$ cat config.mk
export PLATFORM = sky130hd
export DESIGN_NAME = decode_stage_flat
export DESIGN_NICKNAME = d
export VERILOG_FILES = /design/src/rtl/rvcpu_pkg.sv /design/src/rtl/decode_stage_if.sv /design/src/rtl/decode_stage_imm_gen.sv /design/src/rtl/decode_stage.sv /design/src/flat_wrapper.sv
export SDC_FILE = /design/constraint.sdc
export NUM_CORES = 1
export LEC_CHECK = 0
export ABC_AREA = 0
export BUFFER_PORTS_ARGS = -buffer_cell sky130_fd_sc_hd__buf_2
export CAP_MARGIN = 20
export CORE_ASPECT_RATIO = 0.75
export CORE_MARGIN = 2
export CORE_UTILIZATION = 35
export CTS_CLUSTER_SIZE = 24
export DETAILED_ROUTE_END_ITERATION = 10
export HOLD_SLACK_MARGIN = 0.05
export SYNTH_ARGS = -nofsm -noshare
export SYNTH_HDL_FRONTEND = slang
export SYNTH_SLANG_ARGS = --single-unit
$ cat constraint.sdc
create_clock -name clk -period 6.2 [get_ports clk]
set_input_delay 1.24 -clock clk [delete_from_list [all_inputs] [get_ports clk]]
set_output_delay 1.24 -clock clk [all_outputs]
set_load 0.005 [all_outputs]
$ cat src/rtl/rvcpu_pkg.sv
// Shared RV32I decode types: ALU operations, opcodes, operand/result selects
// and immediate formats, plus small funct3 mapping helpers used by the decoder.
package rvcpu;

    typedef enum logic [3:0] {
        ALU_ADD = 4'b0000,
        ALU_SLL = 4'b0001,
        ALU_XOR = 4'b0100,
        ALU_SRL = 4'b0101,
        ALU_OR  = 4'b0110,
        ALU_AND = 4'b0111,
        ALU_SUB = 4'b1000,
        ALU_SRA = 4'b1101
    } alu_op_t;

    typedef enum logic [6:0] {
        OPC_LOAD   = 7'b0000011,
        OPC_OP_IMM = 7'b0010011,
        OPC_AUIPC  = 7'b0010111,
        OPC_STORE  = 7'b0100011,
        OPC_OP     = 7'b0110011,
        OPC_LUI    = 7'b0110111,
        OPC_BRANCH = 7'b1100011,
        OPC_JALR   = 7'b1100111,
        OPC_JAL    = 7'b1101111
    } opcode_t;

    typedef enum logic [1:0] {
        A_RS1  = 2'd0,
        A_PC   = 2'd1,
        A_ZERO = 2'd2
    } a_sel_t;

    typedef enum logic {
        B_RS2 = 1'b0,
        B_IMM = 1'b1
    } b_sel_t;

    typedef enum logic [1:0] {
        RES_ALU = 2'd0,
        RES_LT  = 2'd1,
        RES_LTU = 2'd2,
        RES_PC4 = 2'd3
    } res_sel_t;

    typedef enum logic [2:0] {
        IMM_I = 3'd0,
        IMM_S = 3'd1,
        IMM_B = 3'd2,
        IMM_U = 3'd3,
        IMM_J = 3'd4
    } imm_type_t;

    // Base-variant ALU op for OP / OP-IMM funct3 (funct7 bit30 clear).
    // SLT/SLTU run through the subtractor; the result select picks the flag.
    function automatic alu_op_t alu_from_f3(input logic [2:0] f3);
        alu_op_t op;
        case (f3)
            3'b000:  op = ALU_ADD;
            3'b001:  op = ALU_SLL;
            3'b010:  op = ALU_SUB;
            3'b011:  op = ALU_SUB;
            3'b100:  op = ALU_XOR;
            3'b101:  op = ALU_SRL;
            3'b110:  op = ALU_OR;
            default: op = ALU_AND;
        endcase
        return op;
    endfunction

    function automatic res_sel_t res_from_f3(input logic [2:0] f3);
        res_sel_t rs;
        case (f3)
            3'b010:  rs = RES_LT;
            3'b011:  rs = RES_LTU;
            default: rs = RES_ALU;
        endcase
        return rs;
    endfunction

endpackage

$ cat src/rtl/decode_stage_if.sv
// Fetch-side input handshake, flush, and decoded bundle towards execute.
// Handshake: a transfer happens on a rising edge where valid && ready are both
// high; the producer holds its payload stable while valid && !ready.
// slave = the decode stage, master = its environment (fetch + execute).
interface decode_stage_if
    import rvcpu::*;
#(
    parameter int Width = 32
);
    logic             in_valid;
    logic             in_ready;
    logic [31:0]      in_instr;
    logic [Width-1:0] in_pc;
    logic             flush;
    logic             out_valid;
    logic             out_ready;
    alu_op_t          out_alu_op;
    a_sel_t           out_a_sel;
    b_sel_t           out_b_sel;
    res_sel_t         out_res_sel;
    logic [Width-1:0] out_imm;
    logic [4:0]       out_rs1;
    logic [4:0]       out_rs2;
    logic [4:0]       out_rd;
    logic             out_rd_we;
    logic [Width-1:0] out_pc;
    logic             out_illegal;

    modport slave (
        input  in_valid, in_instr, in_pc, flush, out_ready,
        output in_ready, out_valid, out_alu_op, out_a_sel, out_b_sel, out_res_sel,
               out_imm, out_rs1, out_rs2, out_rd, out_rd_we, out_pc, out_illegal
    );

    modport master (
        output in_valid, in_instr, in_pc, flush, out_ready,
        input  in_ready, out_valid, out_alu_op, out_a_sel, out_b_sel, out_res_sel,
               out_imm, out_rs1, out_rs2, out_rd, out_rd_we, out_pc, out_illegal
    );
endinterface

$ cat src/rtl/decode_stage_imm_gen.sv
// Combinational immediate generator: picks the RV32I I/S/B/U/J immediate
// layout and sign-extends from instruction bit 31.
module imm_gen
    import rvcpu::*;
#(
    parameter int Width = 32
) (
    input  logic [31:0]      instr,
    input  imm_type_t        imm_type,
    output logic [Width-1:0] imm
);
    // Opcode bits never carry immediate data.
    logic unused_opcode_bits;
    assign unused_opcode_bits = ^instr[6:0];

    // Format select; B and J offsets are halfword aligned so bit0 is 0.
    always_comb begin
        imm = '0;
        case (imm_type)
            IMM_I: imm = {{(Width-12){instr[31]}}, instr[31:20]};
            IMM_S: imm = {{(Width-12){instr[31]}}, instr[31:25], instr[11:7]};
            IMM_B: imm = {{(Width-13){instr[31]}}, instr[31], instr[7],
                          instr[30:25], instr[11:8], 1'b0};
            IMM_U: imm = {{(Width-32){instr[31]}}, instr[31:12], 12'b0};
            IMM_J: imm = {{(Width-21){instr[31]}}, instr[31], instr[19:12],
                          instr[20], instr[30:21], 1'b0};
            default: imm = '0;
        endcase
    end
endmodule

$ cat src/rtl/decode_stage.sv
// RV32I decode stage: combinational decoder, one registered output slot and
// valid/ready handshake (no skid buffer, in_ready is combinational).
// Optional feature: ILLEGAL_TRAP_EN -- when defined, illegal instructions are
// forwarded with out_illegal=1; otherwise they become an ADD NOP and
// out_illegal is tied low. Both builds never write rd for illegal words.
module decode_stage
    import rvcpu::*;
#(
    parameter int Width = 32
) (
    input  logic           clk,
    input  logic           rst,
    decode_stage_if.slave  bus
);
    logic [6:0] opcode;
    logic [2:0] f3;
    logic [6:0] f7;
    logic [4:0] rd_idx;

    assign opcode = bus.in_instr[6:0];
    assign f3     = bus.in_instr[14:12];
    assign f7     = bus.in_instr[31:25];
    assign rd_idx = bus.in_instr[11:7];

    alu_op_t   dec_alu_op;
    a_sel_t    dec_a_sel;
    b_sel_t    dec_b_sel;
    res_sel_t  dec_res_sel;
    imm_type_t dec_imm_type;
    logic      dec_imm_en;
    logic      dec_shamt;
    logic      dec_writes_rd;
    logic      dec_illegal;

    // Decode opcode/funct fields into control; illegal words collapse to a NOP.
    always_comb begin
        dec_alu_op    = ALU_ADD;
        dec_a_sel     = A_RS1;
        dec_b_sel     = B_RS2;
        dec_res_sel   = RES_ALU;
        dec_imm_type  = IMM_I;
        dec_imm_en    = 1'b0;
        dec_shamt     = 1'b0;
        dec_writes_rd = 1'b0;
        dec_illegal   = 1'b0;
        case (opcode)
            OPC_OP: begin
                dec_writes_rd = 1'b1;
                if (f7 == 7'b0000000) begin
                    dec_alu_op  = alu_from_f3(f3);
                    dec_res_sel = res_from_f3(f3);
                end else if (f7 == 7'b0100000 && f3 == 3'b000) begin
                    dec_alu_op = ALU_SUB;
                end else if (f7 == 7'b0100000 && f3 == 3'b101) begin
                    dec_alu_op = ALU_SRA;
                end else begin
                    dec_illegal = 1'b1;
                end
            end
            OPC_OP_IMM: begin
                dec_writes_rd = 1'b1;
                dec_b_sel     = B_IMM;
                dec_imm_en    = 1'b1;
                dec_alu_op    = alu_from_f3(f3);
                dec_res_sel   = res_from_f3(f3);
                if (f3 == 3'b001) begin
                    dec_shamt = 1'b1;
                    if (f7 != 7'b0000000) dec_illegal = 1'b1;
                end else if (f3 == 3'b101) begin
                    dec_shamt = 1'b1;
                    if (f7[6] || f7[4:0] != 5'b0) dec_illegal = 1'b1;
                    else if (f7[5]) dec_alu_op = ALU_SRA;
                end
            end
            OPC_LUI: begin
                dec_writes_rd = 1'b1;
                dec_a_sel     = A_ZERO;
                dec_b_sel     = B_IMM;
                dec_imm_type  = IMM_U;
                dec_imm_en    = 1'b1;
            end
            OPC_AUIPC: begin
                dec_writes_rd = 1'b1;
                dec_a_sel     = A_PC;
                dec_b_sel     = B_IMM;
                dec_imm_type  = IMM_U;
                dec_imm_en    = 1'b1;
            end
            OPC_JAL: begin
                dec_writes_rd = 1'b1;
                dec_a_sel     = A_PC;
                dec_b_sel     = B_IMM;
                dec_imm_type  = IMM_J;
                dec_imm_en    = 1'b1;
                dec_res_sel   = RES_PC4;
            end
            OPC_JALR: begin
                dec_writes_rd = 1'b1;
                dec_b_sel     = B_IMM;
                dec_imm_en    = 1'b1;
                dec_res_sel   = RES_PC4;
                if (f3 != 3'b000) dec_illegal = 1'b1;
            end
            OPC_LOAD: begin
                dec_writes_rd = 1'b1;
                dec_b_sel     = B_IMM;
                dec_imm_en    = 1'b1;
                if (f3 == 3'b011 || f3 == 3'b110 || f3 == 3'b111) dec_illegal = 1'b1;
            end
            OPC_STORE: begin
                dec_b_sel    = B_IMM;
                dec_imm_type = IMM_S;
                dec_imm_en   = 1'b1;
                if (f3[2] || f3 == 3'b011) dec_illegal = 1'b1;
            end
            OPC_BRANCH: begin
                dec_alu_op   = ALU_SUB;
                dec_imm_type = IMM_B;
                dec_imm_en   = 1'b1;
                if (f3 == 3'b010 || f3 == 3'b011) dec_illegal = 1'b1;
            end
            default: dec_illegal = 1'b1;
        endcase
        if (dec_illegal) begin
            dec_alu_op    = ALU_ADD;
            dec_a_sel     = A_RS1;
            dec_b_sel     = B_RS2;
            dec_res_sel   = RES_ALU;
            dec_imm_type  = IMM_I;
            dec_imm_en    = 1'b0;
            dec_shamt     = 1'b0;
            dec_writes_rd = 1'b0;
        end
    end

    logic [Width-1:0] gen_imm;
    logic [Width-1:0] dec_imm;
    logic             dec_rd_we;

    imm_gen #(.Width(Width)) u_imm_gen (
        .instr    (bus.in_instr),
        .imm_type (dec_imm_type),
        .imm      (gen_imm)
    );

    // Shift immediates carry only the shamt; formats without an immediate give 0.
    always_comb begin
        dec_imm = '0;
        if (dec_imm_en) begin
            if (dec_shamt) dec_imm = {{(Width-5){1'b0}}, bus.in_instr[24:20]};
            else           dec_imm = gen_imm;
        end
    end

    assign dec_rd_we = dec_writes_rd && (rd_idx != 5'd0) && !dec_illegal;

    logic             valid_q;
    alu_op_t          alu_op_q;
    a_sel_t           a_sel_q;
    b_sel_t           b_sel_q;
    res_sel_t         res_sel_q;
    logic [Width-1:0] imm_q;
    logic [4:0]       rs1_q;
    logic [4:0]       rs2_q;
    logic [4:0]       rd_q;
    logic             rd_we_q;
    logic [Width-1:0] pc_q;

    logic accept;
    assign bus.in_ready = !valid_q || bus.out_ready;
    assign accept       = bus.in_valid && bus.in_ready;

    // Output slot: reset clears, flush kills, otherwise load on accept and hold on stall.
    always_ff @(posedge clk) begin
        if (rst) begin
            valid_q   <= 1'b0;
            alu_op_q  <= ALU_ADD;
            a_sel_q   <= A_RS1;
            b_sel_q   <= B_RS2;
            res_sel_q <= RES_ALU;
            imm_q     <= '0;
            rs1_q     <= '0;
            rs2_q     <= '0;
            rd_q      <= '0;
            rd_we_q   <= 1'b0;
            pc_q      <= '0;
        end else if (bus.flush) begin
            valid_q <= 1'b0;
        end else if (bus.in_ready) begin
            valid_q <= bus.in_valid;
            if (accept) begin
                alu_op_q  <= dec_alu_op;
                a_sel_q   <= dec_a_sel;
                b_sel_q   <= dec_b_sel;
                res_sel_q <= dec_res_sel;
                imm_q     <= dec_imm;
                rs1_q     <= bus.in_instr[19:15];
                rs2_q     <= bus.in_instr[24:20];
                rd_q      <= rd_idx;
                rd_we_q   <= dec_rd_we;
                pc_q      <= bus.in_pc;
            end
        end
    end

`ifdef ILLEGAL_TRAP_EN
    logic illegal_q;

    // Illegal flag travels with the bundle so execute can raise the trap.
    always_ff @(posedge clk) begin
        if (rst)                         illegal_q <= 1'b0;
        else if (!bus.flush && accept)   illegal_q <= dec_illegal;
    end

    assign bus.out_illegal = illegal_q;
`else
    assign bus.out_illegal = 1'b0;
`endif

    assign bus.out_valid   = valid_q;
    assign bus.out_alu_op  = alu_op_q;
    assign bus.out_a_sel   = a_sel_q;
    assign bus.out_b_sel   = b_sel_q;
    assign bus.out_res_sel = res_sel_q;
    assign bus.out_imm     = imm_q;
    assign bus.out_rs1     = rs1_q;
    assign bus.out_rs2     = rs2_q;
    assign bus.out_rd      = rd_q;
    assign bus.out_rd_we   = rd_we_q && valid_q;
    assign bus.out_pc      = pc_q;
endmodule

$ cat src/flat_wrapper.sv
// flat-port wrapper written by rule: the top's interface ports become plain ports
module decode_stage_flat import rvcpu::*;
#(
    parameter int Width = 32
)
  (clk, rst, bus_in_valid, bus_in_instr, bus_in_pc, bus_flush, bus_out_ready, bus_in_ready, bus_out_valid, bus_out_alu_op, bus_out_a_sel, bus_out_b_sel, bus_out_res_sel, bus_out_imm, bus_out_rs1, bus_out_rs2, bus_out_rd, bus_out_rd_we, bus_out_pc, bus_out_illegal);
  decode_stage_if #(.Width(Width)) bus_i ();
  input  logic clk;
  input  logic rst;
  input wire logic [$bits(bus_i.in_valid)-1:0] bus_in_valid;
  input wire logic [$bits(bus_i.in_instr)-1:0] bus_in_instr;
  input wire logic [$bits(bus_i.in_pc)-1:0] bus_in_pc;
  input wire logic [$bits(bus_i.flush)-1:0] bus_flush;
  input wire logic [$bits(bus_i.out_ready)-1:0] bus_out_ready;
  output wire logic [$bits(bus_i.in_ready)-1:0] bus_in_ready;
  output wire logic [$bits(bus_i.out_valid)-1:0] bus_out_valid;
  output wire logic [$bits(bus_i.out_alu_op)-1:0] bus_out_alu_op;
  output wire logic [$bits(bus_i.out_a_sel)-1:0] bus_out_a_sel;
  output wire logic [$bits(bus_i.out_b_sel)-1:0] bus_out_b_sel;
  output wire logic [$bits(bus_i.out_res_sel)-1:0] bus_out_res_sel;
  output wire logic [$bits(bus_i.out_imm)-1:0] bus_out_imm;
  output wire logic [$bits(bus_i.out_rs1)-1:0] bus_out_rs1;
  output wire logic [$bits(bus_i.out_rs2)-1:0] bus_out_rs2;
  output wire logic [$bits(bus_i.out_rd)-1:0] bus_out_rd;
  output wire logic [$bits(bus_i.out_rd_we)-1:0] bus_out_rd_we;
  output wire logic [$bits(bus_i.out_pc)-1:0] bus_out_pc;
  output wire logic [$bits(bus_i.out_illegal)-1:0] bus_out_illegal;
  assign bus_i.in_valid = bus_in_valid;
  assign bus_i.in_instr = bus_in_instr;
  assign bus_i.in_pc = bus_in_pc;
  assign bus_i.flush = bus_flush;
  assign bus_i.out_ready = bus_out_ready;
  assign bus_in_ready = bus_i.in_ready;
  assign bus_out_valid = bus_i.out_valid;
  assign bus_out_alu_op = bus_i.out_alu_op;
  assign bus_out_a_sel = bus_i.out_a_sel;
  assign bus_out_b_sel = bus_i.out_b_sel;
  assign bus_out_res_sel = bus_i.out_res_sel;
  assign bus_out_imm = bus_i.out_imm;
  assign bus_out_rs1 = bus_i.out_rs1;
  assign bus_out_rs2 = bus_i.out_rs2;
  assign bus_out_rd = bus_i.out_rd;
  assign bus_out_rd_we = bus_i.out_rd_we;
  assign bus_out_pc = bus_i.out_pc;
  assign bus_out_illegal = bus_i.out_illegal;
  decode_stage #(.Width(Width)) u_core (.clk(clk), .rst(rst), .bus(bus_i));
endmodule
==> flow_results.xml, run 1 <==
<?xml version="1.0" encoding="UTF-8"?>
<metrics>
  <group name="status">
    <metric name="outcome" unit="">completed</metric>
  </group>
  <group name="global_routing">
    <metric name="grt_usage" unit="%">18.8</metric>
    <metric name="grt_pass1_vias" unit="">3341</metric>
    <metric name="global_route_wire_length_before_repair" unit="um">17800</metric>
    <metric name="overflow" unit="">0</metric>
    <metric name="globalRouteMet1Util" unit="%">26.9</metric>
    <metric name="global_route.peak_usage_layer" unit="">met2</metric>
    <metric name="use_met2" unit="%">27.2</metric>
    <metric name="grt_start_max_net_pins" unit="">75</metric>
    <metric name="initial_antenna_violation_count" unit="">0</metric>
    <metric name="met3_usage" unit="%">5.22</metric>
  </group>
  <group name="setup_path">
    <metric name="worst_r2r_startpoint" unit="">u_core.bus.out_valid</metric>
    <metric name="worst-setup-path-type" unit="">input port to flip-flop</metric>
    <metric name="critical_path_maximum_fanout" unit="">19</metric>
    <metric name="required" unit="ns">6.44</metric>
    <metric name="worst-r2r-cell-count" unit="">8</metric>
    <metric name="setup.worst_path.start_class" unit="">input port</metric>
    <metric name="end_kind" unit="">flip-flop</metric>
    <metric name="worst-endpoint-arrival" unit="ns">3.40</metric>
    <metric name="reg2reg_slack" unit="ns">3.98</metric>
    <metric name="rr_endpoint" unit="">u_core.bus.out_imm[14]</metric>
  </group>
  <group name="route">
    <metric name="via_count" unit="">3919</metric>
    <metric name="wl_per_cell" unit="um">15.5</metric>
    <metric name="mean_number_of_vias_per_cell" unit="">5.16</metric>
    <metric name="drt_pre_antenna_iters" unit="">4</metric>
    <metric name="routed_wirelength" unit="um">11800</metric>
    <metric name="detail_route.iter0.violations" unit="">227</metric>
    <metric name="route.antenna.remaining_nets" unit="">0</metric>
    <metric name="drcViolationCount" unit="">0</metric>
  </group>
  <group name="floorplanning">
    <metric name="dieArea" unit="um2">11900</metric>
    <metric name="coreArea" unit="um2">10900</metric>
    <metric name="rows" unit="">33</metric>
    <metric name="dieHeight" unit="um">95.1</metric>
    <metric name="boundaryPins" unit="">161</metric>
    <metric name="die_x" unit="um">126</metric>
    <metric name="start_util" unit="%">35.7</metric>
  </group>
  <group name="pwr">
    <metric name="power.static_leakage" unit="nW">2.31</metric>
    <metric name="power.ir.vdd_worst" unit="mV">0.120</metric>
    <metric name="pwr_density_cell" unit="nW/um2">252</metric>
  </group>
  <group name="worst_hold_path">
    <metric name="whs_path_depth" unit="">2</metric>
    <metric name="class_of_the_tightest_hold_or_removal_check" unit="">flip-flop to flip-flop</metric>
    <metric name="hold_path_sink" unit="">u_core.bus.out_b_sel</metric>
    <metric name="holdCritStartpoint" unit="">u_core.bus.out_b_sel</metric>
  </group>
  <group name="timing">
    <metric name="timing.slew.headroom" unit="%">28.3</metric>
    <metric name="fin_crit_sh" unit="%">51.0</metric>
    <metric name="finalWorstPathRequiredPeriod" unit="ns">3.16</metric>
    <metric name="holdWs" unit="ns">0.447</metric>
    <metric name="worst_pin_slew" unit="ns">1.07</metric>
    <metric name="maxClockFrequency" unit="GHz">0.316</metric>
    <metric name="report.final.hold_viol_count" unit="">0</metric>
    <metric name="grt_setup_unrepaired" unit="">no</metric>
    <metric name="fin_setup_tns" unit="ns">0</metric>
    <metric name="finClkSkew" unit="ns">0.00409</metric>
    <metric name="finalSetupViolations" unit="">0</metric>
    <metric name="drv_slew" unit="">0</metric>
  </group>
  <group name="placed_design">
    <metric name="placement.cell_area" unit="um2">4720</metric>
    <metric name="numPortBuffers" unit="">159</metric>
    <metric name="place_inst" unit="">746</metric>
    <metric name="hpwl_reported_at_the_end_of_detailed_placement" unit="um">8470</metric>
    <metric name="gp_congestion" unit="">0.876</metric>
  </group>
  <group name="layout">
    <metric name="finish.utilization" unit="%">46.1</metric>
    <metric name="multi_input_comb_area" unit="um2">1890</metric>
    <metric name="nFillCells" unit="">1121</metric>
    <metric name="proportion_of_layout_cells_with_a_drive_suffix_above_1" unit="%">30.7</metric>
    <metric name="ff_latch_area" unit="um2">1800</metric>
    <metric name="layout-area-overhead-vs-synth" unit="%">29.1</metric>
    <metric name="fin_area" unit="um2">5000</metric>
    <metric name="final_cell_count_no_fill" unit="">759</metric>
    <metric name="n_antenna_cell" unit="">0</metric>
    <metric name="post_layout_nets" unit="">686</metric>
  </group>
  <group name="synth">
    <metric name="syn_inst" unit="">481</metric>
    <metric name="yosys.cell_count.top_type" unit="">nand2_1</metric>
    <metric name="synth.distinct_cells" unit="">52</metric>
    <metric name="yosysWarnings" unit="">0</metric>
    <metric name="synth_largest_type_area_fraction" unit="%">46.5</metric>
    <metric name="yosys-top-cells-count" unit="">nand2_1 (131), dfxtp_1 (90), a21oi_1 (59)</metric>
    <metric name="synth.net_count" unit="">550</metric>
    <metric name="synth_top_cells_by_area" unit="">dfxtp_1 (46%), nand2_1 (13%), a21oi_1 (7.6%)</metric>
    <metric name="post_synth_instance_area" unit="um2">3870</metric>
    <metric name="synth-main-ff-cell" unit="">dfxtp_1</metric>
    <metric name="yosysSeqAreaShare" unit="%">46.5</metric>
    <metric name="syn_avg_cell_area" unit="um2">8.06</metric>
    <metric name="post-synth-top-area-cell" unit="">dfxtp_1</metric>
    <metric name="synth_seq_cells" unit="">90</metric>
    <metric name="synthArstFlopShare" unit="%">0</metric>
    <metric name="synth_enable_flop_cells" unit="">0</metric>
  </group>
  <group name="clock_network">
    <metric name="cts_resized" unit="">0</metric>
    <metric name="tritoncts" unit="">done</metric>
    <metric name="cts.htree.levels" unit="">3</metric>
    <metric name="numClockSinks" unit="">90</metric>
    <metric name="clock_latency_on_the_worst_skew_pair" unit="ns">0.34</metric>
    <metric name="master_cell_of_the_clock_root_buffer" unit="">clkbuf_16</metric>
    <metric name="cts.repair_timing.setup_buffer_count" unit="">0</metric>
    <metric name="cts-root-to-sink-buffers" unit="">2</metric>
    <metric name="post_cts_hold_buffer_count" unit="">0</metric>
    <metric name="cts_buffers" unit="">9</metric>
    <metric name="clk_pin_slew_worst_paths" unit="ns">0.06</metric>
  </group>
  <group name="job">
    <metric name="maxCapViolCount" unit="">0</metric>
  </group>
</metrics>
worst max-delay path by stage:
stage | endpoint | depth (start not counted) | from | slack [ns]
2_1_floorplan | u_core.bus.out_imm[21] | 8 | bus_in_instr[6] | 3.33
3_3_place_gp | u_core.bus.out_imm[11] | 7 | bus_in_instr[1] | 2.87
3_5_place_dp | u_core.bus.out_imm[11] | 7 | bus_in_instr[1] | 2.75
4_1_cts | u_core.bus.out_imm[11] | 7 | bus_in_instr[1] | 3.13
5_1_grt | u_core.bus.out_imm[11] | 7 | bus_in_instr[6] | 2.89
6_report | u_core.bus.out_imm[11] | 7 | bus_in_instr[1] | 3.04
layer usage:
layer	part of all wire [%]	wire, um
met1	48	5650
met5	0	0
met3	8.3	982
met2	42	4960
met4	1.5	174
sequential cells by signal, indices dropped and copies added, names as in the netlist:
name	cells
u_core.bus.out_valid	1
u_core.rd_we_q	1
u_core.bus.out_b_sel	1
u_core.bus.out_res_sel	2
u_core.bus.out_imm	32
u_core.bus.out_a_sel	2
u_core.bus.out_pc	32
u_core.bus.out_rd	5
u_core.bus.out_rs2	5
u_core.bus.out_alu_op	4
u_core.bus.out_rs1	5
cells by family (layout without fill, tap and decap cells):
kind of cell	Yosys count	count (layout)	synth area share [%]
compound gates	140	140	23.3
simple gates	205	205	24.4
xor+xnor	1	1	0.226
other cells	1	1	0.0968
buf+inv	44	182	5.49
flops	90	90	46.5
cell usage in the layout (no fill, tap or decap), types with 2 or more instances in the layout:
| master | synthesis | routed |
|---|---|---|
| nand4b_1 | 3 | 3 |
| o21ai_0 | 21 | 21 |
| nand4_1 | 6 | 6 |
| dfxtp_1 | 90 | 90 |
| a32oi_1 | 13 | 13 |
| nor2b_1 | 3 | 3 |
| nor2_2 | 2 | 2 |
| buf_2 | 8 | 159 |
| inv_1 | 5 | 5 |
| buf_4 | 2 | 4 |
| a211oi_1 | 2 | 2 |
| and2_1 | 5 | 5 |
| nor3_2 | 2 | 2 |
| clkbuf_16 | 0 | 9 |
| a221oi_1 | 2 | 2 |
| nand2b_1 | 5 | 5 |
| a31oi_1 | 2 | 2 |
| nand2_1 | 131 | 131 |
| nor2_1 | 22 | 22 |
| or4_1 | 3 | 3 |
| a2111oi_2 | 2 | 2 |
| nand3_1 | 6 | 6 |
| a22o_1 | 7 | 7 |
| a21oi_1 | 59 | 59 |
| nor3_1 | 5 | 5 |
| a21o_1 | 19 | 19 |
power breakdown:
| group | leakage (nW) | switching, W | internal (W) |
|---|---|---|---|
| Clock | 0.136 | 0.000213 | 0.000316 |
| Sequential | 0.731 | 0.00000704 | 0.000593 |
| Combinational | 1.44 | 0.0000797 | 0.0000491 |
| Total | 2.31 | 0.000300 | 0.000958 |
worst max-delay path, cell delays in order:
cell	delay, ns
buf_2	0.10
nand2_1	0.25
or4_4	0.21
nand2b_1	0.17
nor4bb_4	0.97
a22oi_1	0.15
a311oi_1	0.30
final cells by class:
type,instances,area share [%]
clock inverter,3,0.851
timing repair buffer,164,16.7
sequential,90,36.0
inverter,5,0.375
tap,140,3.50
clock buffer,10,4.78
multi-input combinational,347,37.7
per-stage QoR:
stage,total power [W],worst slack [ns]
5_1_grt,0.00131,2.89
3_5_place_dp,0.000742,2.75
4_1_cts,0.00128,3.13
6_report,0.00126,3.04
3_3_place_gp,0.000739,2.87
2_1_floorplan,0.000682,3.33
No activity file was read; power rests on OpenSTA's default activity.
==> run 2: changes to the inputs <==
==> constraint.sdc (replaced) <==
create_clock -name clk -period 2.6 [get_ports clk]
set_input_delay 0.52 -clock clk [delete_from_list [all_inputs] [get_ports clk]]
set_output_delay 0.52 -clock clk [all_outputs]
set_load 0.005 [all_outputs]
==> run 2 against run 1 <==
Compared with the run above:
- core utilization increased by 1.8 points
- sequential power rose by 140%
- cell count up 2.5%
- wire length up 3.5%
- flip-flop and latch count did not move
- first-iteration DRC count down 11%
==> flow_results.xml, run 2 (synthesis results as in run 1) <==
<?xml version="1.0" encoding="UTF-8"?>
<metrics>
  <group name="clock_network">
    <metric name="cts.repair_timing.setup_buffer_count" unit="">0</metric>
    <metric name="master_cell_of_the_clock_root_buffer" unit="">clkbuf_16</metric>
    <metric name="clk_pin_slew_worst_paths" unit="ns">0.07</metric>
    <metric name="cts-root-to-sink-buffers" unit="">2</metric>
    <metric name="tritoncts" unit="">done</metric>
    <metric name="cts.htree.levels" unit="">3</metric>
    <metric name="cts_resized" unit="">0</metric>
    <metric name="cts_buffers" unit="">9</metric>
    <metric name="numClockSinks" unit="">90</metric>
    <metric name="clock_latency_on_the_worst_skew_pair" unit="ns">0.34</metric>
    <metric name="post_cts_hold_buffer_count" unit="">0</metric>
  </group>
  <group name="timing">
    <metric name="report.final.hold_viol_count" unit="">0</metric>
    <metric name="maxClockFrequency" unit="GHz">0.419</metric>
    <metric name="worst_pin_slew" unit="ns">1.09</metric>
    <metric name="finClkSkew" unit="ns">0.00739</metric>
    <metric name="fin_setup_tns" unit="ns">0</metric>
    <metric name="fin_crit_sh" unit="%">91.7</metric>
    <metric name="grt_setup_unrepaired" unit="">no</metric>
    <metric name="drv_slew" unit="">0</metric>
    <metric name="timing.slew.headroom" unit="%">27.3</metric>
    <metric name="finalSetupViolations" unit="">0</metric>
    <metric name="finalWorstPathRequiredPeriod" unit="ns">2.38</metric>
  </group>
  <group name="global_routing">
    <metric name="grt_pass1_vias" unit="">3558</metric>
    <metric name="grt_start_max_net_pins" unit="">70</metric>
    <metric name="initial_antenna_violation_count" unit="">0</metric>
    <metric name="overflow" unit="">0</metric>
    <metric name="grt_usage" unit="%">19.8</metric>
    <metric name="global_route_wire_length_before_repair" unit="um">18500</metric>
  </group>
  <group name="layout">
    <metric name="final_common_cell" unit="">buf_2</metric>
    <metric name="layout-area-overhead-vs-synth" unit="%">34.0</metric>
    <metric name="fin_area" unit="um2">5190</metric>
    <metric name="proportion_of_layout_cells_with_a_drive_suffix_above_1" unit="%">32.6</metric>
    <metric name="mostFrequentLayoutCells" unit="">buf_2 (159), nand2_1 (131), dfxtp_1 (90)</metric>
    <metric name="n_antenna_cell" unit="">0</metric>
    <metric name="post_layout_nets" unit="">702</metric>
  </group>
  <group name="route">
    <metric name="mean_number_of_vias_per_cell" unit="">5.15</metric>
    <metric name="drcViolationCount" unit="">0</metric>
    <metric name="drt_pre_antenna_iters" unit="">5</metric>
    <metric name="detail_route.iter0.violations" unit="">202</metric>
    <metric name="via_count" unit="">4006</metric>
    <metric name="wl_per_cell" unit="um">15.7</metric>
    <metric name="route.antenna.remaining_nets" unit="">0</metric>
    <metric name="routed_wirelength" unit="um">12200</metric>
  </group>
  <group name="floorplanning">
    <metric name="dieArea" unit="um2">11900</metric>
    <metric name="coreArea" unit="um2">10900</metric>
    <metric name="start_util" unit="%">35.7</metric>
    <metric name="die_x" unit="um">126</metric>
    <metric name="dieHeight" unit="um">95.1</metric>
    <metric name="boundaryPins" unit="">161</metric>
    <metric name="rows" unit="">33</metric>
  </group>
  <group name="pwr">
    <metric name="power.static_leakage" unit="nW">2.42</metric>
    <metric name="pwr_density_cell" unit="nW/um2">614</metric>
    <metric name="total_power" unit="W">0.00319</metric>
    <metric name="power.ir.vdd_worst" unit="mV">0.261</metric>
  </group>
  <group name="setup_path">
    <metric name="worst-setup-path-type" unit="">input port to flip-flop</metric>
    <metric name="worst-endpoint-arrival" unit="ns">2.63</metric>
    <metric name="critical_path_maximum_fanout" unit="">19</metric>
    <metric name="setup.worst_path.start_class" unit="">input port</metric>
    <metric name="end_kind" unit="">flip-flop</metric>
    <metric name="required" unit="ns">2.85</metric>
  </group>
  <group name="placed_design">
    <metric name="hpwl_reported_at_the_end_of_detailed_placement" unit="um">8880</metric>
    <metric name="gp_congestion" unit="">0.893</metric>
    <metric name="numPortBuffers" unit="">159</metric>
    <metric name="placement.cell_area" unit="um2">4860</metric>
  </group>
  <group name="worst_hold_path">
    <metric name="class_of_the_tightest_hold_or_removal_check" unit="">input port to flip-flop</metric>
  </group>
  <group name="status">
    <metric name="outcome" unit="">completed</metric>
  </group>
  <group name="job">
    <metric name="maxCapViolCount" unit="">0</metric>
  </group>
</metrics>
-- run 2: final cells by class --
cell class / instances / area (um2)
well taps: 140 / 175
fillers: 1115 / 5670
multi-input cells: 347 / 1890
inverters: 5 / 18.8
repair buffers: 180 / 978
flip-flops and latches: 90 / 1800
clock inverters: 4 / 73.8
clock buffers: 12 / 256
-- run 2: where the power goes --
part           switching (W)  internal, W  leakage [nW]  total [W]
sequential         0.0000169      0.00141         0.731    0.00143
clock               0.000538     0.000895         0.163    0.00143
combinational       0.000195     0.000129          1.53   0.000324
total               0.000750      0.00244          2.42    0.00319
-- run 2: routing by layer --
| metal | vias up | global-route usage [%] | wire length [um] |
|---|---|---|---|
| li1 | 1983 | - | - |
| met1 | 1849 | 27.2 | 5790 |
| met2 | 156 | 29.8 | 5230 |
| met3 | 18 | 5.56 | 921 |
| met4 | 0 | 7.22 | 243 |
| met5 | - | 0 | 0 |
-- run 2: final timing paths --
kind | start | end | slack [ns] | cells after the start
worst min-delay path | bus_flush | u_core.bus.out_valid | 0.37 | 2
worst min register to register | u_core.rd_we_q | u_core.rd_we_q | 0.44 | 2
worst max-delay path | bus_in_instr[6] | u_core.bus.out_imm[11] | 0.22 | 7
worst max register to register | u_core.bus.out_valid | u_core.bus.out_imm[14] | 0.53 | 7
-- run 2: worst max-delay path: stages --
cell and delay [ns]:
buf_2 0.15, nor3_1 0.25, a31oi_1 0.07, o21ai_0 0.27, nor4bb_4 0.93, a22oi_1 0.14
a311oi_1 0.29
-- run 2: stage by stage --
step | setup WS [ns] | utilization [%] | cells | hold WS (ns)
2_1_floorplan | 0.448 | - | 481 | 0.417
3_3_place_gp | -0.0118 | 44.7 | 761 | 0.430
3_5_place_dp | -0.0478 | 44.8 | 762 | 0.436
4_1_cts | 0.306 | 47.8 | 778 | 0.361
5_1_grt | 0.0394 | 47.8 | 778 | 0.376
6_report | 0.215 | 47.8 | 778 | 0.375
==> run 3: changes to the inputs <==
--- a/config.mk
+++ b/config.mk
@@ -14,6 +14,7 @@
 export CTS_CLUSTER_SIZE = 24
 export DETAILED_ROUTE_END_ITERATION = 10
 export HOLD_SLACK_MARGIN = 0.05
+export PLACE_DENSITY = 0.73
 export SYNTH_ARGS = -nofsm -noshare
 export SYNTH_HDL_FRONTEND = slang
 export SYNTH_SLANG_ARGS = --single-unit
==> run 3 against run 2 <==
Compared with the run above:
- global-route usage decreased by 0.63 points
- clock skew increased by 0.00073 ns
- power decreased by 2.7%
- non-clock buffer count unchanged
- wire length decreased by 2.8%
- highest routed layer unchanged
==> flow_results.xml, run 3 (synthesis results as in run 1) <==
<?xml version="1.0" encoding="UTF-8"?>
<metrics>
  <group name="route">
    <metric name="routed_wirelength" unit="um">11800</metric>
    <metric name="route.antenna.remaining_nets" unit="">0</metric>
    <metric name="dr_wl_met3" unit="um">766</metric>
    <metric name="drt_pre_antenna_iters" unit="">4</metric>
    <metric name="met2WireLength" unit="um">5260</metric>
    <metric name="met1_length" unit="um">5720</metric>
    <metric name="via_count" unit="">3957</metric>
    <metric name="routed.top_layer" unit="">met4</metric>
    <metric name="drcViolationCount" unit="">0</metric>
    <metric name="mean_number_of_vias_per_cell" unit="">5.10</metric>
    <metric name="detail_route.iter0.violations" unit="">202</metric>
    <metric name="wl_per_cell" unit="um">15.3</metric>
  </group>
  <group name="setup_path">
    <metric name="reg2reg_slack" unit="ns">0.67</metric>
    <metric name="worst-r2r-cell-count" unit="">7</metric>
    <metric name="critical_path_maximum_fanout" unit="">10</metric>
    <metric name="critPathLaunch" unit="">bus_in_instr[6]</metric>
    <metric name="rr_endpoint" unit="">u_core.bus.out_imm[18]</metric>
    <metric name="required" unit="ns">2.82</metric>
    <metric name="end_kind" unit="">flip-flop</metric>
    <metric name="worst-setup-path-type" unit="">input port to flip-flop</metric>
    <metric name="setup.worst_path.start_class" unit="">input port</metric>
    <metric name="worst_r2r_startpoint" unit="">u_core.bus.out_valid</metric>
    <metric name="slowest_stage" unit="">or4_1</metric>
    <metric name="path_cells" unit="">buf_2 -&gt; or4_1 -&gt; o41a_1 -&gt; o21ai_2 -&gt; nand4bb_1 -&gt; o21ai_0 -&gt; a21o_1</metric>
    <metric name="worst-endpoint-arrival" unit="ns">2.46</metric>
    <metric name="slowest_delay" unit="ns">0.52</metric>
  </group>
  <group name="clock_network">
    <metric name="cts_buffers" unit="">9</metric>
    <metric name="cts.repair_timing.setup_buffer_count" unit="">0</metric>
    <metric name="clk_pin_slew_worst_paths" unit="ns">0.06</metric>
    <metric name="tritoncts" unit="">done</metric>
    <metric name="post_cts_hold_buffer_count" unit="">0</metric>
    <metric name="cts_resized" unit="">0</metric>
    <metric name="cts.htree.levels" unit="">3</metric>
    <metric name="cts-root-to-sink-buffers" unit="">2</metric>
    <metric name="clock_latency_on_the_worst_skew_pair" unit="ns">0.33</metric>
    <metric name="master_cell_of_the_clock_root_buffer" unit="">clkbuf_16</metric>
    <metric name="numClockSinks" unit="">90</metric>
  </group>
  <group name="worst_hold_path">
    <metric name="whs_path_depth" unit="">2</metric>
    <metric name="hold_path_sink" unit="">u_core.bus.out_valid</metric>
    <metric name="holdCritStartpoint" unit="">bus_flush</metric>
    <metric name="class_of_the_tightest_hold_or_removal_check" unit="">input port to flip-flop</metric>
  </group>
  <group name="timing">
    <metric name="drv_slew" unit="">0</metric>
    <metric name="fin_setup_tns" unit="ns">0</metric>
    <metric name="post-route-worst-setup-slack" unit="ns">0.364</metric>
    <metric name="finalSetupViolations" unit="">0</metric>
    <metric name="grt_setup_unrepaired" unit="">no</metric>
    <metric name="holdWs" unit="ns">0.385</metric>
    <metric name="finClkSkew" unit="ns">0.00813</metric>
    <metric name="worst_pin_slew" unit="ns">0.595</metric>
    <metric name="maxClockFrequency" unit="GHz">0.447</metric>
    <metric name="fin_crit_sh" unit="%">86.0</metric>
    <metric name="report.final.hold_viol_count" unit="">0</metric>
    <metric name="finalWorstPathRequiredPeriod" unit="ns">2.24</metric>
    <metric name="timing.slew.headroom" unit="%">60.0</metric>
  </group>
  <group name="pwr">
    <metric name="power.static_leakage" unit="nW">2.40</metric>
    <metric name="power.ir.vdd_worst" unit="mV">0.350</metric>
    <metric name="pwr_density_cell" unit="nW/um2">602</metric>
  </group>
  <group name="floorplanning">
    <metric name="die_x" unit="um">126</metric>
    <metric name="dieArea" unit="um2">11900</metric>
    <metric name="start_util" unit="%">35.7</metric>
    <metric name="boundaryPins" unit="">161</metric>
    <metric name="rows" unit="">33</metric>
    <metric name="coreArea" unit="um2">10900</metric>
    <metric name="dieHeight" unit="um">95.1</metric>
  </group>
  <group name="global_routing">
    <metric name="initial_antenna_violation_count" unit="">0</metric>
    <metric name="global_route_wire_length_before_repair" unit="um">18200</metric>
    <metric name="grt_start_max_net_pins" unit="">52</metric>
    <metric name="grt_usage" unit="%">19.2</metric>
    <metric name="grt_pass1_vias" unit="">3656</metric>
    <metric name="overflow" unit="">0</metric>
  </group>
  <group name="placed_design">
    <metric name="gp_congestion" unit="">0.894</metric>
    <metric name="hpwl_reported_at_the_end_of_detailed_placement" unit="um">8840</metric>
    <metric name="dp_slack" unit="ns">0.00920</metric>
    <metric name="numPortBuffers" unit="">159</metric>
    <metric name="place_inst" unit="">761</metric>
  </group>
  <group name="layout">
    <metric name="post_layout_nets" unit="">702</metric>
    <metric name="proportion_of_layout_cells_with_a_drive_suffix_above_1" unit="%">32.4</metric>
    <metric name="mostFrequentLayoutCells" unit="">buf_2 (159), nand2_1 (131), dfxtp_1 (90)</metric>
    <metric name="n_antenna_cell" unit="">0</metric>
    <metric name="nFillCells" unit="">1101</metric>
    <metric name="layout-area-overhead-vs-synth" unit="%">33.1</metric>
    <metric name="final_common_cell" unit="">buf_2</metric>
    <metric name="final_cell_count_no_fill" unit="">776</metric>
  </group>
  <group name="job">
    <metric name="maxCapViolCount" unit="">0</metric>
  </group>
  <group name="status">
    <metric name="outcome" unit="">completed</metric>
  </group>
</metrics>
==> run 3: changes by cell type in the layout (fill, tap and decap cells not counted) <==
cell      previous run  this run
buf_12               2         1
clkinv_4             1         0
buf_4               19        20
clkbuf_8             2         1
==> run 3: final cells by class <==
class	count	area, um2	area share (%)
multi-input combinational	347	1890	36.6
sequential	90	1800	34.9
timing repair buffer	180	966	18.7
clock buffer	11	243	4.71
tap	140	175	3.40
clock inverter	3	65.1	1.26
inverter	5	18.8	0.364
==> run 3: how the worst max path moves through the flow <==
stage	to	slack, ns	cells past startpoint
finish	u_core.bus.out_imm[18]	0.36	7
global route	u_core.bus.out_imm[16]	0.21	8
CTS	u_core.bus.out_imm[18]	0.37	7
detailed placement	u_core.bus.out_imm[18]	0.009	7
global placement	u_core.bus.out_imm[16]	0.1	7
floorplan	u_core.bus.out_imm[21]	0.45	8
==> run 3: through the flow <==
stage	total power [W]	util, %	instance area [um2]
floorplan	0.00163	-	3870
global placement	0.00177	44.6	4840
global route	0.00324	47.5	5160
finish	0.00310	47.5	5160
CTS	0.00314	47.4	5150
detailed placement	0.00178	44.6	4840
==> run 3: worst max-delay path, delay by kind of cell <==
kind,cells,cell delay [ns]
and+or+nand+nor,2,0.95
buffers and inverters,1,0.10
AOI/OAI and AO/OA,4,0.88
==> run 3: per-layer routing <==
metal  global-route usage (%)  up-vias
met2                     29.7      119
li1                         -     1975
met5                        0        -
met4                     5.37        0
met3                     6.29        6
met1                     25.8     1857
==> run 3: power breakdown <==
group	internal, W	switching (W)
sequential	0.00141	0.0000172
combinational	0.000126	0.000193
clock	0.000856	0.000497
